### config.mk
export PLATFORM = sky130hd
export DESIGN_NAME = cmat_pingpong_buf
export DESIGN_NICKNAME = d
export VERILOG_FILES = /design/src/rtl/cmat_pingpong_buf.sv
export SDC_FILE = /design/constraint.sdc
export NUM_CORES = 2
export LEC_CHECK = 0
export CAP_MARGIN = 20
export CELL_PAD_IN_SITES_DETAIL_PLACEMENT = 0
export CELL_PAD_IN_SITES_GLOBAL_PLACEMENT = 1
export CORE_ASPECT_RATIO = 0.5
export CORE_MARGIN = 5
export CORE_UTILIZATION = 35
export CTS_CLUSTER_SIZE = 24
export DETAILED_ROUTE_END_ITERATION = 6
export GPL_TIMING_DRIVEN = 0
export PLACE_DENSITY_LB_ADDON = 0.1
export SLEW_MARGIN = 5
export SYNTH_ARGS = -nofsm -noshare
export SYNTH_HDL_FRONTEND = slang
export SYNTH_SLANG_ARGS = --single-unit
export TNS_END_PERCENT = 50
### constraint.sdc
create_clock -name clk -period 3.25 [get_ports clk]
set_input_delay 0.4875 -clock clk [delete_from_list [all_inputs] [get_ports clk]]
set_output_delay 0.4875 -clock clk [all_outputs]
set_load 0.01 [all_outputs]
### src/rtl/cmat_pingpong_buf.sv
// cmat_pingpong_buf: two-bank ROWS x COLS complex-matrix frame buffer.
// A frame is collected serially into one bank while the other bank drains,
// so reception of frame n+1 overlaps readout of frame n. Readout is
// row-major or transposed, selected per frame by mode_i on its first sample.
// Ports:
//   clk, rst_n      clock, asynchronous active-low reset
//   valid_i/ready_o input handshake; R_i/I_i signed sample, mode_i order
//   abort_i         discard the partially filled write bank
//   valid_o/ready_i output handshake; R_o/I_o signed sample, last_o frame end
//   drop_o          registered pulse: a sample was offered while ready_o=0
module cmat_pingpong_buf #(
   parameter int ROWS    = 4,
   parameter int COLS    = 4,
   parameter int BIT_NUM = 18
) (
   input  logic                      clk,
   input  logic                      rst_n,
   input  logic                      valid_i,
   input  logic signed [BIT_NUM-1:0] R_i,
   input  logic signed [BIT_NUM-1:0] I_i,
   input  logic                      mode_i,
   input  logic                      abort_i,
   output logic                      ready_o,
   output logic                      valid_o,
   output logic signed [BIT_NUM-1:0] R_o,
   output logic signed [BIT_NUM-1:0] I_o,
   output logic                      last_o,
   input  logic                      ready_i,
   output logic                      drop_o
);
   localparam int N  = ROWS * COLS;
   localparam int AW = $clog2(N);
   localparam int RW = $clog2(ROWS);
   localparam int CW = $clog2(COLS);

   typedef enum logic [1:0] {EMPTY, FILLING, FULL} bank_st_t;

   logic signed [BIT_NUM-1:0] mem_r_q [2][N];
   logic signed [BIT_NUM-1:0] mem_i_q [2][N];
   bank_st_t                  bst_q [2];
   bank_st_t                  bst_d [2];
   logic                      tr_q [2];
   logic                      tr_d [2];
   logic                      wbank_q, wbank_d, rbank_q, rbank_d;
   logic [AW-1:0]             wcnt_q, wcnt_d;
   logic [RW-1:0]             rr_q, rr_d;
   logic [CW-1:0]             rc_q, rc_d;
   logic                      drop_q;
   logic                      acc, xfer;
   logic [AW-1:0]             rd_idx;

   assign ready_o = bst_q[wbank_q] != FULL;
   assign valid_o = bst_q[rbank_q] == FULL;
   assign acc     = valid_i & ready_o & ~abort_i;
   assign xfer    = valid_o & ready_i;
   // Element (r,c) sits at its arrival index r*COLS+c in either order.
   assign rd_idx  = AW'(rr_q) * AW'(COLS) + AW'(rc_q);
   // The final element is (ROWS-1,COLS-1) for both row-major and transposed.
   assign last_o  = valid_o & (rr_q == RW'(ROWS-1)) & (rc_q == CW'(COLS-1));
   assign R_o     = valid_o ? mem_r_q[rbank_q][rd_idx] : '0;
   assign I_o     = valid_o ? mem_i_q[rbank_q][rd_idx] : '0;
   assign drop_o  = drop_q;

   always_comb begin
      bst_d   = bst_q;
      tr_d    = tr_q;
      wbank_d = wbank_q;
      wcnt_d  = wcnt_q;
      rbank_d = rbank_q;
      rr_d    = rr_q;
      rc_d    = rc_q;
      // Abort only clears a FILLING bank; acc is already blocked by abort_i.
      if (abort_i && bst_q[wbank_q] == FILLING) begin
         bst_d[wbank_q] = EMPTY;
         wcnt_d         = '0;
      end else if (acc) begin
         if (wcnt_q == '0) begin
            tr_d[wbank_q]  = mode_i;
            bst_d[wbank_q] = FILLING;
         end
         if (wcnt_q == AW'(N-1)) begin
            bst_d[wbank_q] = FULL;
            wcnt_d         = '0;
            wbank_d        = ~wbank_q;
         end else begin
            wcnt_d = wcnt_q + AW'(1);
         end
      end
      // Read bank is FULL while write bank is not, so these never collide.
      if (xfer) begin
         if (last_o) begin
            bst_d[rbank_q] = EMPTY;
            rr_d           = '0;
            rc_d           = '0;
            rbank_d        = ~rbank_q;
         end else if (tr_q[rbank_q]) begin
            rr_d = (rr_q == RW'(ROWS-1)) ? '0 : rr_q + RW'(1);
            rc_d = (rr_q == RW'(ROWS-1)) ? rc_q + CW'(1) : rc_q;
         end else begin
            rc_d = (rc_q == CW'(COLS-1)) ? '0 : rc_q + CW'(1);
            rr_d = (rc_q == CW'(COLS-1)) ? rr_q + RW'(1) : rr_q;
         end
      end
   end

   always_ff @(posedge clk or negedge rst_n) begin
      if (!rst_n) begin
         for (int b = 0; b < 2; b++) begin
            bst_q[b] <= EMPTY;
            tr_q[b]  <= 1'b0;
         end
         wbank_q <= 1'b0;
         rbank_q <= 1'b0;
         wcnt_q  <= '0;
         rr_q    <= '0;
         rc_q    <= '0;
         drop_q  <= 1'b0;
      end else begin
         bst_q   <= bst_d;
         tr_q    <= tr_d;
         wbank_q <= wbank_d;
         rbank_q <= rbank_d;
         wcnt_q  <= wcnt_d;
         rr_q    <= rr_d;
         rc_q    <= rc_d;
         drop_q  <= valid_i & ~ready_o & ~abort_i;
      end
   end

   always_ff @(posedge clk or negedge rst_n) begin
      if (!rst_n) begin
         for (int b = 0; b < 2; b++) begin
            for (int k = 0; k < N; k++) begin
               mem_r_q[b][k] <= '0;
               mem_i_q[b][k] <= '0;
            end
         end
      end else if (acc) begin
         mem_r_q[wbank_q][wcnt_q] <= R_i;
         mem_i_q[wbank_q][wcnt_q] <= I_i;
      end
   end
endmodule

==> reports/metrics.sh <==
RUN_STATUS='complete, but fails checks'
VIOLATED_CHECKS='setup timing'
TOTAL_SWITCHING_POWER_mW=8.93
CORE_UM2=152000
CRITICAL-PATH-MAX-STAGE-DELAY_PS=390
FINAL-SETUP-VIOL-COUNT=36
HTREE_LEVELS=3
SYNTHESIS_WARNING_TOTAL=0
TIMING.CRITICAL_PATH.TO='R_o[9]'
WORSTHOLDPATHTYPE='primary input to async pin'
LEAK_nW=29.5
POWER.SHARE.CLOCK=0.392
NUM_VIAS=32300
INSERTION_DELAY_PS=720
DETAIL_ROUTE.DRC_VIOLATIONS=0
FINAL-MAX-SLEW-VIOLATION-COUNT=0
GRT_PASS1_VIAS=34300
CRIT_PATH_TIME_FINAL_PS=3550
DETAILEDROUTE.FIRSTPASSITERATIONCOUNT=5
SYNTH-EDFF-COUNT=0
FP.DIEAREA_UM2=161000
TRITONCTS='done'
GLOBALROUTEOVERFLOWTOTAL=0
DIODES=0
FINALNONFILLERCELLS=5773
WORST_SETUP_PATH_START_KIND='flop'
GRT_SETUP_UNREPAIRED='yes'
DRIVE_GT1_FRAC=0.552
FMAX_MHz=281
WORSTSETUPSTARTPOINT='rc_q[0]'
VDD_IR_DROP_MAX_uV=403
FINAL_MIN_PERIOD_OVER_CLOCK_PERIOD=1.09
POSTLAYOUTCOREUTIL=0.422
GP_ROUTABILITY_CONGESTION=0.795
YS_TYPES=50
POWER_FRAC_COMB=0.130
SYNTHESIS.INSTANCES=3367
CP_MAX_FO=5
MAXCAPVIOLCOUNT=0
R2R.WORST_PATH.CELLS=7
TOTAL_ROUTING_USAGE_GR=0.242
RELSLEWSLACK=0.255
POWER_DENSITY_OVER_THE_CELLS_nW_PER_UM2=553
DRT-TOTAL-WL_UM=196000
CLOCKBUFFERDEPTH=3
FINAL_CELL_AREA_UM2=64000
MAPPEDNETLISTAREA_UM2=53400
PATH_CELLS='buf_6 > buf_6 > buf_16 > buf_12 > buf_16 > mux4_2 > mux2i_1 > a221o_1 > a31oi_4 > buf_6'
PRE_CTS_SLACK_PS=-1920
ASYNC_RESET_FF_FRAC=1.00
SWITCH_SHARE=0.252
CRIT_PATH_FREQUENT_CELL='buf_6'
ROUTED_VIA_DENSITY=5.60
CLOCK_SKEW_PS=19.7
CLK_TREE_ROOT_CELL='clkbuf_16'
SYNTH_TOP_FLOP_CELL='dfrtp_1'
R2R_SLACK_PS=20
SETUP_WS_PS=-305
GRT_START_MAX_NET_PINS=158
CRITICAL_PATH_ARRIVAL_PS=3070
POWER_FRAC_SEQ=0.478
CP_DATA_REQUIRED_TIME_PS=2760
DIE_X_UM=562
FIN_NETS=3715
P_TOTAL_mW=35.4
FLIP_FLOP_AND_LATCH_COUNT_AFTER_SYNTHESIS=1169
DP.CELLS=5497
POSTROUTEANTENNANETS=0
CTS-BUFFERS-INSERTED=115
CELL_WITH_THE_LARGEST_STAGE_DELAY_ON_THE_WORST_PATH='dfrtp_1'
FLOORPLAN.IO_PINS=82
AREA_DELTA_SYNTH_FINAL_PCT=20.0
CELL_INTERNAL_PWR_mW=26.5
DRTITER0DRC=2257
WORSTREG2REGEND='mem_i_q[169]'
DIE-HEIGHT_UM=286
STD_CELL_ROWS=101
FINALHOLDVIOLCOUNT=0
CLKSINKCOUNT=1169
WORST_PIN_SLEW_PS=1120
CTS.CLK_SLEW.WORST_PATHS_PS=60
GRT_ANTENNA_BEFORE_REPAIR=1
REGTOREGSTARTPOINT='wbank_q'
PLACEMENT.CELL_AREA_UM2=57400
SYNTH_SEQ_AREA_SHARE=0.548
SYN_AVG_CELL_AREA_UM2=15.8
FILLCELLCOUNT=13800
MAPPEDNETLISTNETS=3415
INITIAL_CORE_UTILIZATION=0.352
WIRE_LENGTH_OF_THE_FIRST_GLOBAL_ROUTING_PASS_UM=275000
PORT_BUFFERS=81
SETUP.WORST_PATH.CLASS='flop to output port'
ROUTED_WIRE_LENGTH_PER_INSTANCE_UM=33.9
WORST_SETUP_PATH_END_KIND='output port'
PLACE_HPWL_UM=130000
-- through the flow --
stage,TNS (ps),hold slack (ps)
after detailed placement,-302710,471
after CTS,-10770,372
after floorplan,0,192
final,-6600,418
after global placement,-,463
after global routing,-10690,418
-- state kept, by name, summed over array words and instances, names as in the netlist, 2 cells and up --
signal / count
bst_q: 4
tr_q: 2
wcnt_q: 4
mem_i_q: 576
rc_q: 2
mem_r_q: 576
rr_q: 2
-- layer usage --
layer  GRT usage  wire (um)  up-vias
met5           0          0        -
met4      0.0544       4640        0
met3      0.0379       8830      230
met2       0.373      88300      693
met1       0.360      94100    18200
li1            -          -    13300
-- power groups by stage --
stage               combinational (mW)  sequential (mW)  clock, mW
finish                            4.59             16.9       13.9
global route                      4.99             17.1       14.8
CTS                               4.57             16.9       14.2
detailed placement                4.43             17.2          0
global placement                  4.16             17.2          0
floorplan                         3.13             16.9          0
-- cells in the final DEF (no fill, tap or decap), drive strengths merged, types with 5 or more instances in the layout --
cell type and count:
clkinv 32, nor4 5, o21ai 29, nor2b 5
a31oi 36, nor2 13, bufinv 6, o2111ai 12
dfrtp 1169, nand3 11, clkbuf 352, nand2 34
a221o 36, a221oi 24, clkdlybuf4s50 44, nand2b 5
ha 6, inv 8, mux2 1159, mux2i 144
a22oi 36, mux4 252, buf 292, nor3 8
nand4 13
-- logic make-up (layout without fill, tap and decap cells) --
logic type      Yosys count  after routing  share of synthesized area
simple gates            115            115                     0.0150
fa+ha+maj                 6              6                    0.00141
mux                    1555           1555                      0.380
flops                  1169           1169                      0.548
xor+xnor                  2              2                   0.000328
compound gates          180            180                     0.0256
buf+inv                 340            738                     0.0295
-- layout make-up --
type	count	area [um2]	area share
clock inverters	43	380	0.00594
plain buffers	329	2560	0.0400
clock buffers	172	3450	0.0540
well taps	2008	2510	0.0392
inverters	6	22.5	0.000352
repair buffers	188	2350	0.0367
multi-input cells	1858	23500	0.367
flip-flops and latches	1169	29300	0.457
-- synth_stat cells, types with 13 or more instances --
library cell	count	share of area
a22oi_1	36	0.0051
dfrtp_1	1169	0.55
mux2_2	1107	0.23
a221oi_1	24	0.0039
buf_1	13	0.00091
mux2_1	22	0.0046
buf_2	117	0.011
buf_6	15	0.0032
mux2i_1	144	0.027
mux4_2	252	0.11
clkbuf_1	179	0.013
nor2_1	13	0.00091
o21ai_0	29	0.0027
a31oi_1	36	0.0042
nand2_1	34	0.0024
mux2_4	30	0.0084
a221o_1	36	0.0068
-- worst max-delay path, delay by kind of cell (launching register included) --
family | cells | cell delay (ps)
DFF | 1 | 390
AOI/OAI and AO/OA | 2 | 630
muxes | 2 | 460
buffers and inverters | 6 | 840
-- how the worst min path moves through the flow --
stage	startpoint	to	slack, ps
floorplan	rst_n	bst_q[0]	190
global placement	mem_i_q[467]	mem_i_q[467]	460
detailed placement	mem_r_q[502]	mem_r_q[502]	470
CTS	mode_i	tr_q[0]	370
global route	mode_i	tr_q[0]	420
finish	rst_n	mem_i_q[265]	420
-- timing repair --
item	4_1_cts	5_1_grt
resized for setup	580	100
setup buffers	20	34
hold buffers	1	0
pin swaps	59	33
setup endpoints to repair	58	154
gates cloned	7	6
endpoints found under the hold margin	137	0
No activity file was read; power rests on OpenSTA's default activity.
